[config.mk]
export PLATFORM = sky130hd
export DESIGN_NAME = digit_scan_ctrl_flat
export DESIGN_NICKNAME = d
export VERILOG_FILES = /design/src/rtl/digit_scan_ctrl_if.sv /design/src/rtl/digit_scan_ctrl.sv /design/src/flat_wrapper.sv
export SDC_FILE = /design/constraint.sdc
export NUM_CORES = 1
export LEC_CHECK = 0
export ABC_AREA = 1
export CAP_MARGIN = 5
export CORE_UTILIZATION = 48
export CTS_CLUSTER_DIAMETER = 30
export DETAILED_ROUTE_END_ITERATION = 16
export PLACE_DENSITY = 0.77
export SLEW_MARGIN = 5
export SYNTH_ARGS = -nofsm -noshare
export SYNTH_HDL_FRONTEND = slang
export SYNTH_SLANG_ARGS = --single-unit
[constraint.sdc]
create_clock -name clk -period 3 [get_ports clk]
set_input_delay 0.45 -clock clk [delete_from_list [all_inputs] [get_ports clk]]
set_output_delay 0.45 -clock clk [all_outputs]
set_load 0.01 [all_outputs]
[src/rtl/digit_scan_ctrl_if.sv]
// Scan-controller bundle between the display sequencer and digit_scan_ctrl.
//   en        scan enable (master -> slave)
//   mask[3:0] digit include mask, bit i = digit i (master -> slave)
//   sel[1:0]  registered digit selector for the 2-to-4 decoder (slave -> master)
//   sel_valid sel is a live, unmasked digit being displayed (slave -> master)
//   tick      one-cycle pulse when sel takes a new value (slave -> master)
//   frame     one-cycle pulse with tick when the scan wraps (slave -> master)
interface digit_scan_ctrl_if;
  logic       en;
  logic [3:0] mask;
  logic [1:0] sel;
  logic       sel_valid;
  logic       tick;
  logic       frame;

  modport master (
    output en,
    output mask,
    input  sel,
    input  sel_valid,
    input  tick,
    input  frame
  );

  modport slave (
    input  en,
    input  mask,
    output sel,
    output sel_valid,
    output tick,
    output frame
  );
endinterface

[src/rtl/digit_scan_ctrl.sv]
// Time-multiplexing scan controller for a 4-digit display. Steps a 2-bit
// digit selector through the enabled digits, dwelling DIV clocks on each,
// skipping masked digits, and pulses tick on every selector change and frame
// when the advance wraps.
//
// Ports:
//   clk      system clock, rising edge
//   rst      synchronous active-high reset
//   scan_io  digit_scan_ctrl_if.slave: en, mask in; sel, sel_valid, tick, frame out
//
// Parameters: DIV_W prescaler width, DIV clocks per dwell (2..2^DIV_W-1),
//             BLANK inter-digit blanking clocks (>= 1, blanking build only).
//
// Build option: define SCAN_BLANK_EN to insert BLANK clocks of sel_valid=0
// after every advance. Without it the BLANK state and counter are absent.
module digit_scan_ctrl #(
  parameter int unsigned DIV_W = 16,
  parameter int unsigned DIV   = 50000,
  parameter int unsigned BLANK = 4
) (
  input logic               clk,
  input logic               rst,
  digit_scan_ctrl_if.slave  scan_io
);

  if (DIV < 2 || DIV > (2 ** DIV_W) - 1 || BLANK < 1) begin : g_bad_cfg
    $error("digit_scan_ctrl: illegal DIV/BLANK configuration");
  end

  localparam logic [DIV_W-1:0] DivLast = DIV_W'(DIV - 1);

  typedef enum logic [1:0] {
    StIdle,
    StShow,
    StBlank
  } state_e;

  state_e           state_q;
  logic [DIV_W-1:0] prescaler_q;
  logic [1:0]       sel_q;
  logic             sel_valid_q;
  logic             tick_q;
  logic             frame_q;

`ifdef SCAN_BLANK_EN
  localparam int unsigned BlankW = (BLANK > 1) ? $clog2(BLANK) : 1;
  localparam logic [BlankW-1:0] BlankLast = BlankW'(BLANK - 1);
  logic [BlankW-1:0] blank_cnt_q;
`endif

  logic       any_en;
  logic [1:0] low_idx;
  logic [1:0] nxt_idx;

  // low_idx: lowest enabled digit. nxt_idx: next enabled digit strictly above
  // sel_q, falling back to low_idx (wrap). Both are 0 when mask is empty.
  always_comb begin
    any_en  = |scan_io.mask;
    low_idx = 2'd0;
    for (int i = 3; i >= 0; i--) begin
      if (scan_io.mask[i]) low_idx = 2'(i);
    end
    nxt_idx = low_idx;
    for (int i = 3; i >= 0; i--) begin
      if (scan_io.mask[i] && (i > int'(sel_q))) nxt_idx = 2'(i);
    end
  end

  always_ff @(posedge clk) begin
    if (rst) begin
      state_q     <= StIdle;
      prescaler_q <= '0;
      sel_q       <= 2'd0;
      sel_valid_q <= 1'b0;
      tick_q      <= 1'b0;
      frame_q     <= 1'b0;
`ifdef SCAN_BLANK_EN
      blank_cnt_q <= '0;
`endif
    end else begin
      tick_q  <= 1'b0;
      frame_q <= 1'b0;
      if (!scan_io.en) begin
        // sel deliberately holds so the decoder output does not glitch.
        state_q     <= StIdle;
        prescaler_q <= '0;
        sel_valid_q <= 1'b0;
`ifdef SCAN_BLANK_EN
        blank_cnt_q <= '0;
`endif
      end else begin
        unique case (state_q)
          StIdle: begin
            state_q     <= StShow;
            prescaler_q <= '0;
            sel_q       <= low_idx;
            tick_q      <= any_en;
            sel_valid_q <= scan_io.mask[low_idx];
          end
          StShow: begin
            if (prescaler_q == DivLast) begin
              prescaler_q <= '0;
              // Empty mask: selector holds and no pulses.
              if (any_en) begin
                sel_q   <= nxt_idx;
                tick_q  <= 1'b1;
                frame_q <= (nxt_idx <= sel_q);
              end
`ifdef SCAN_BLANK_EN
              state_q     <= StBlank;
              blank_cnt_q <= '0;
              sel_valid_q <= 1'b0;
`else
              sel_valid_q <= scan_io.mask[nxt_idx];
`endif
            end else begin
              prescaler_q <= prescaler_q + 1'b1;
              sel_valid_q <= scan_io.mask[sel_q];
            end
          end
`ifdef SCAN_BLANK_EN
          StBlank: begin
            if (blank_cnt_q == BlankLast) begin
              state_q     <= StShow;
              prescaler_q <= '0;
              sel_valid_q <= scan_io.mask[sel_q];
            end else begin
              blank_cnt_q <= blank_cnt_q + 1'b1;
            end
          end
`endif
          default: begin
            state_q     <= StIdle;
            prescaler_q <= '0;
            sel_valid_q <= 1'b0;
          end
        endcase
      end
    end
  end

  assign scan_io.sel       = sel_q;
  assign scan_io.sel_valid = sel_valid_q;
  assign scan_io.tick      = tick_q;
  assign scan_io.frame     = frame_q;

endmodule

[src/flat_wrapper.sv]
// flat-port wrapper written by rule: the top's interface ports become plain ports
module digit_scan_ctrl_flat 
#(
  parameter int unsigned DIV_W = 16,
  parameter int unsigned DIV   = 50000,
  parameter int unsigned BLANK = 4
)
  (clk, rst, scan_io_en, scan_io_mask, scan_io_sel, scan_io_sel_valid, scan_io_tick, scan_io_frame);
  digit_scan_ctrl_if scan_io_i ();
  input logic clk;
  input logic rst;
  input wire logic [$bits(scan_io_i.en)-1:0] scan_io_en;
  input wire logic [$bits(scan_io_i.mask)-1:0] scan_io_mask;
  output wire logic [$bits(scan_io_i.sel)-1:0] scan_io_sel;
  output wire logic [$bits(scan_io_i.sel_valid)-1:0] scan_io_sel_valid;
  output wire logic [$bits(scan_io_i.tick)-1:0] scan_io_tick;
  output wire logic [$bits(scan_io_i.frame)-1:0] scan_io_frame;
  assign scan_io_i.en = scan_io_en;
  assign scan_io_i.mask = scan_io_mask;
  assign scan_io_sel = scan_io_i.sel;
  assign scan_io_sel_valid = scan_io_i.sel_valid;
  assign scan_io_tick = scan_io_i.tick;
  assign scan_io_frame = scan_io_i.frame;
  digit_scan_ctrl #(.DIV_W(DIV_W), .DIV(DIV), .BLANK(BLANK)) u_core (.clk(clk), .rst(rst), .scan_io(scan_io_i));
endmodule
==> metrics.log, run 1 <==
INFO  metric run_status = completed
INFO  metric ys_warn_count = 0
INFO  metric grt_pass1_vias = 1121
INFO  metric finish.net_count = 214
INFO  metric grtUsageTotal = 21.0%
INFO  metric cts-resized-gates = 0
INFO  metric floorplan_die_height = 54.5 um
INFO  metric clock_buffer_depth = 2
INFO  metric power.leakage = 0.581 nW
INFO  metric synth_enable_flop_cells = 0
INFO  metric syn-instance-count = 190
INFO  metric fillers = 235
INFO  metric place_hpwl = 2040 um
INFO  metric grt_pass1_wl = 4460 um
INFO  metric crit_path_frequent_cell = inv_1
INFO  metric combinational_family_with_the_most_area_after_synthesis = simple AND/OR/NAND/NOR gates
INFO  metric class_of_the_tightest_hold_or_removal_check = register to register
INFO  metric cts.root.buffer_cell = clkbuf_4
INFO  metric pwr-share-clk = 31.4%
INFO  metric yosys.area.top_type = dfxtp_1
INFO  metric fp.dieW = 54.5 um
INFO  metric placed_cells = 229
INFO  metric switchingPower = 0.000142 W
INFO  metric post_synth_xor_area_fraction = 1.32%
INFO  metric synth_simple_gate_area_share = 46.5%
INFO  metric coreArea = 2540 um2
INFO  metric ant_nets = 0
INFO  metric hold_buffers = 0
INFO  metric timing.final.crit_share = 61.2%
INFO  metric timing_max_transition_violations_final = 0
INFO  metric crit_slowest_cell = dfxtp_1
INFO  metric detailroute.via_count = 1220
INFO  metric final.setup.worst_slack = 1.16 ns
INFO  metric timing.max_slew.rel_slack = 73.1%
INFO  metric drc_violations_left = 0
INFO  metric cell_chain_critical_path = inv_1, o21ai_0, nand3_1, nand2_1, inv_1, ha_1, inv_1, nor2_1, o21ai_0, nand3_1, nor2_1
INFO  metric yosys-mux-area-fraction = 0%
INFO  metric worstMarginPinSlew = 0.404 ns
INFO  metric drt_first_pass_iters = 4
INFO  metric p_seq_share = 55.8%
INFO  metric compound_gate_fraction_of_synth_area = 7.55%
INFO  metric initial_utilization = 52.1%
INFO  metric combPwrFrac = 12.8%
INFO  metric clock_sink_count = 22
INFO  metric clock_buffers_created_by_tritoncts = 3
INFO  metric cts-htree-levels = 1
INFO  metric port_buffer_cells = 11
INFO  metric dominantRegCellSynth = dfxtp_1
INFO  metric cts_post_setup_buffers_inserted = 0
INFO  metric totalNegativeSetupSlack = 0 ns
INFO  metric sequential_cell_area_in_the_final_layout = 440 um2
INFO  metric post_route_cells_drive_above_1_share = 14.3%
INFO  metric clock_insertion_delay_worst_skew = 0.32 ns
INFO  metric fin_worst_skew = 0.0153 ns
INFO  metric vdd_drop_max = 299 uV
INFO  metric avgSynthCellArea = 6.97 um2
INFO  metric layout_commonest_cell = nand2_1
INFO  metric multiInputGateArea = 771 um2
INFO  metric synth_async_sr_flop_share = 0%
INFO  metric crit_arrival = 2.09 ns
INFO  metric most-common-layout-cells = nand2_1, inv_1, dfxtp_1, nor2_1
INFO  metric finalWorstPathRequiredPeriod = 1.84 ns
INFO  metric critical_path_maximum_fanout = 7
INFO  metric drt-vias-per-instance = 5.24
INFO  metric required = 3.26 ns
INFO  metric drt_iter0_drc = 29
INFO  metric p_per_area = 364 nW/um2
INFO  metric max_clock_freq = 545 MHz
INFO  metric worstSetupPathType = register to register
INFO  metric num_antenna_cells = 0
INFO  metric postRouteWirelength = 2660 um
INFO  metric setup.worst_path.end_class = register
INFO  metric worst_path_clk_slew = 0.12 ns
INFO  metric post_synth_num_cell_types = 29
INFO  metric tritoncts = yes
INFO  metric syn-num-nets = 200
INFO  metric ys_seq_elements = 22
INFO  metric synth_area_leaders = dfxtp_1, nand2_1, inv_1
INFO  metric yosysTopAreaCellShare = 33.2%
INFO  metric routability_cong = 0.814
INFO  metric yosys.area_share.adder = 2.83%
INFO  metric synth-seq-area-share = 33.2%
INFO  metric setup_viol_count_final = 0
INFO  metric rsz0062_at_grt = no
INFO  metric overall_power_after_layout = 0.000545 W
INFO  metric dp_worst_setup_slack = 0.888 ns
INFO  metric number_of_core_rows = 18
INFO  metric layout-area-overhead-vs-synth = 12.9%
INFO  metric worstSetupStartpointType = register
INFO  metric grt_overflow_total = 0
INFO  metric power.switching_fraction = 26.1%
INFO  metric floorplan.io_pins = 12
INFO  metric report.final.hold_viol_count = 0
INFO  metric wl_per_cell = 11.4 um
INFO  metric p_int = 0.000403 W
INFO  metric finish.cell_count_without_fillers = 233
INFO  metric synth_cell_area = 1330 um2
INFO  metric critical-path-max-stage-delay = 0.47 ns
INFO  metric design.die.area = 2970 um2
INFO  metric number_of_max_capacitance_violations_reported = 0
INFO  metric number_of_antenna_violations_at_the_first_check_in_global_routing = 0
INFO  metric grt_max_degree = 17
## cell type report
type	instances	area share [%]
Multi-Input combinational cell	139	51.5
Tap cell	30	2.51
Sequential cell	22	29.4
Clock buffer	4	2.42
Inverter	27	6.77
Timing Repair Buffer	11	7.36
## kinds of logic (layout without fill, tap and decap cells)
logic type	Yosys count	after routing
simple gates	115	115
buf+inv	29	42
flops	22	22
compound gates	19	19
fa+ha+maj	3	3
xor+xnor	2	2
## stage by stage
| step | utilization (%) | instance area, um2 | hold WS, ns |
|---|---|---|---|
| after floorplan | - | 1330 | 0.441 |
| final | 58.8 | 1500 | 0.502 |
| after detailed placement | 57.4 | 1460 | 0.472 |
| after global routing | 58.8 | 1500 | 0.548 |
| after global placement | 57.4 | 1460 | 0.464 |
| after CTS | 58.8 | 1500 | 0.500 |
## synth_stat cells (3+ instances only)
cell type	instances
nand2_1	51
dfxtp_1	22
inv_1	22
nor2_1	21
a21oi_1	11
nand3_1	11
o21ai_0	6
inv_2	5
nor2_4	5
nor3_1	5
ha_1	3
nand2_2	3
nand3_4	3
nand4_1	3
## layer usage
layer | track usage [%] | vias up | share of wire, %
met5 | 0 | - | 0
met4 | 7.26 | 0 | 2.2
met3 | 6.39 | 11 | 4.3
met2 | 40.7 | 39 | 51
met1 | 20.8 | 539 | 42
li1 | - | 631 | -
## final timing paths
path | slack [ns] | depth (start not counted) | to | start
max | 1.16 | 11 | u_core.scan_io.frame$_SDFF_PP0_ | u_core.scan_io.sel[0]$_SDFFE_PP0P_
max reg2reg | 1.16 | 11 | u_core.scan_io.frame$_SDFF_PP0_ | u_core.scan_io.sel[0]$_SDFFE_PP0P_
min | 0.50 | 1 | u_core.prescaler_q[0]$_SDFF_PP0_ | u_core.prescaler_q[0]$_SDFF_PP0_
min reg2reg | 0.50 | 1 | u_core.prescaler_q[0]$_SDFF_PP0_ | u_core.prescaler_q[0]$_SDFF_PP0_
## power by group through the flow
stage	clock network (W)	logic [W]	registers [W]
after global routing	0.000189	0.0000787	0.000304
after floorplan	0	0.0000438	0.000309
after CTS	0.000177	0.0000697	0.000304
after global placement	0	0.0000660	0.000310
final	0.000171	0.0000700	0.000304
after detailed placement	0	0.0000691	0.000310
## worst max-delay path, delay by kind of cell (launching register included)
kind | cells | cell delay [ns]
and+or+nand+nor | 5 | 0.43
AOI/OAI and AO/OA | 2 | 0.40
buffers and inverters | 3 | 0.20
adders and majority gates | 1 | 0.28
DFF | 1 | 0.47
## flip-flops by register name, summed over array words and instances, names as in the netlist
name and flops:
u_core.prescaler_q 16, u_core.scan_io.sel 2, u_core.scan_io.frame 1, u_core.scan_io.sel_valid 1, u_core.scan_io.tick 1, u_core.state_q 1
Power figures use the tool's default switching activity.
==> run 2: changes to the inputs <==
- clock period: 3 -> 1.8 ns (I/O delays scaled with it)
==> metrics.log, run 2 (synthesis gave the netlist of run 1 again) <==
INFO  metric cells_on_worst_reg2reg_path = 11
INFO  metric dpl-instance-area = 1500 um2
INFO  metric clock_buffer_depth = 2
INFO  metric ant_nets = 0
INFO  metric crit_path_frequent_cell = inv_1
INFO  metric power.leakage = 0.599 nW
INFO  metric clock_insertion_delay_worst_skew = 0.30 ns
INFO  metric timing.max_slew.rel_slack = 73.2%
INFO  metric finish.cell_count_without_fillers = 237
INFO  metric largest_register_ffs = 16
INFO  metric wl_per_cell = 11.1 um
INFO  metric vdd_drop_max = 452 uV
INFO  metric design.die.area = 2970 um2
INFO  metric final.hold.worst_slack = 0.496 ns
INFO  metric number_of_core_rows = 18
INFO  metric worstSetupPathType = register to register
INFO  metric grtUsageTotal = 19.3%
INFO  metric num_antenna_cells = 0
INFO  metric grt_pass1_vias = 1034
INFO  metric floorplan.io_pins = 12
INFO  metric detailroute.via_count = 1207
INFO  metric finish.net_count = 219
INFO  metric setup_viol_count_final = 0
INFO  metric crit_slowest_cell = dfxtp_1
INFO  metric cts_post_setup_buffers_inserted = 0
INFO  metric cell_chain_critical_path = inv_1, o21ai_2, nand3_1, nand2_1, inv_1, ha_1, inv_1, nor2_1, o21ai_0, nand3_1, nor2_1
INFO  metric drc_violations_left = 0
INFO  metric number_of_max_capacitance_violations_reported = 0
INFO  metric postRouteWirelength = 2620 um
INFO  metric initial_utilization = 52.1%
INFO  metric grt_overflow_total = 0
INFO  metric layout-area-overhead-vs-synth = 15.0%
INFO  metric tritoncts = yes
INFO  metric largest_register = u_core.prescaler_q
INFO  metric grt_pass1_wl = 4090 um
INFO  metric clock_buffers_created_by_tritoncts = 3
INFO  metric min-delay-start = u_core.prescaler_q[0]$_SDFF_PP0_
INFO  metric run_status = completed
INFO  metric most-common-layout-cells = nand2_1, inv_1, dfxtp_1, nor2_1
INFO  metric dp_worst_setup_slack = -0.106 ns
INFO  metric post_route_cells_drive_above_1_share = 16.4%
INFO  metric drt_iter0_drc = 15
INFO  metric floorplan_die_height = 54.5 um
INFO  metric worst_hold_path.endpoint = u_core.prescaler_q[0]$_SDFF_PP0_
INFO  metric report.final.hold_viol_count = 0
INFO  metric rrSetupSlack = 0.16 ns
INFO  metric drt_first_pass_iters = 4
INFO  metric fin_worst_skew = 0.00215 ns
INFO  metric coreArea = 2540 um2
INFO  metric required = 2.05 ns
INFO  metric timing.final.crit_share = 90.9%
INFO  metric p_per_area = 559 nW/um2
INFO  metric final.setup.worst_slack = 0.164 ns
INFO  metric finalWorstPathRequiredPeriod = 1.64 ns
INFO  metric cts-htree-levels = 1
INFO  metric class_of_the_tightest_hold_or_removal_check = register to register
INFO  metric totalNegativeSetupSlack = 0 ns
INFO  metric hold_path_stages = 1
INFO  metric critPathTopFamily = simple AND/OR/NAND/NOR gates
INFO  metric number_of_antenna_violations_at_the_first_check_in_global_routing = 0
INFO  metric drt-vias-per-instance = 5.09
INFO  metric r2r_end = u_core.scan_io.frame$_SDFF_PP0_
INFO  metric regToRegStartpoint = u_core.scan_io.sel[1]$_SDFFE_PP0P_
INFO  metric grt_max_degree = 17
INFO  metric worstPathBufferInverterCount = 3
INFO  metric critical-path-max-stage-delay = 0.38 ns
INFO  metric timing_max_transition_violations_final = 0
INFO  metric routability_cong = 0.804
INFO  metric crit_arrival = 1.89 ns
INFO  metric fp.dieW = 54.5 um
INFO  metric rsz0062_at_grt = no
INFO  metric setup.worst_path.end_class = register
INFO  metric layout_commonest_cell = nand2_1
INFO  metric critical_path_maximum_fanout = 5
INFO  metric setup.worst_path.start = u_core.scan_io.sel[1]$_SDFFE_PP0P_
INFO  metric clock_sink_count = 22
INFO  metric fillers = 242
INFO  metric place_hpwl = 2070 um
INFO  metric final_area = 1520 um2
INFO  metric port_buffer_cells = 11
INFO  metric worstMarginPinSlew = 0.402 ns
INFO  metric cts.root.buffer_cell = clkbuf_4
INFO  metric worst_path_clk_slew = 0.11 ns
INFO  metric placed_cells = 234
INFO  metric worstSetupStartpointType = register
INFO  metric max_clock_freq = 611 MHz
[run 2: cell count changes in the layout (fill, tap and decap cells not counted), sizes merged]
cell | before | now
clkbuf | 4 | 3
buf | 0 | 5
[run 2: through the flow]
stage / util (%) / power, W
6_report: 59.9 / 0.000852
3_5_place_dp: 58.8 / 0.000640
5_1_grt: 59.9 / 0.000894
3_3_place_gp: 58.8 / 0.000636
4_1_cts: 59.7 / 0.000862
2_1_floorplan: - / 0.000588
[run 2: final cells by class]
cell class / instances / area (um2) / area share, %
inverters: 27 / 101 / 6.65
multi-input cells: 139 / 774 / 50.8
repair buffers: 16 / 148 / 9.69
clock buffers: 3 / 22.5 / 1.48
flip-flops and latches: 22 / 440 / 28.9
well taps: 30 / 37.5 / 2.46
[run 2: routing by layer]
metal / vias to the layer above / part of all wire [%] / track usage (%)
met5: - / 0 / 0
met4: 0 / 0.84 / 9.83
met3: 4 / 2.4 / 2.50
met2: 17 / 52 / 36.0
met1: 548 / 45 / 20.9
li1: 638 / - / -
[run 2: power breakdown]
group          internal (W)  switching (W)
clock             0.0000782       0.000143
combinational     0.0000594      0.0000684
sequential         0.000495     0.00000793
[run 2: worst register-to-register path, stage by stage, from the launching register on]
cell     delay [ns]
dfxtp_1        0.38
inv_1          0.12
o21ai_2        0.16
nand3_1        0.11
nand2_1        0.08
inv_1          0.04
ha_1           0.28
inv_1          0.06
nor2_1         0.03
o21ai_0        0.13
nand3_1        0.09
nor2_1         0.09
[run 2: how the worst max path moves through the flow]
stage	end	slack, ns	depth (start not counted)
finish	u_core.scan_io.frame$_SDFF_PP0_	0.16	11
floorplan	u_core.scan_io.frame$_SDFF_PP0_	0.17	11
global route	u_core.scan_io.frame$_SDFF_PP0_	0.01	11
global placement	u_core.scan_io.frame$_SDFF_PP0_	-0.04	12
detailed placement	u_core.scan_io.frame$_SDFF_PP0_	-0.11	12
CTS	u_core.scan_io.frame$_SDFF_PP0_	0.03	11
[run 2: what timing repair did]
item	4_1_cts	5_1_grt
hold buffers	0	0
endpoints found under the setup margin	0	1
gates resized for setup	0	2
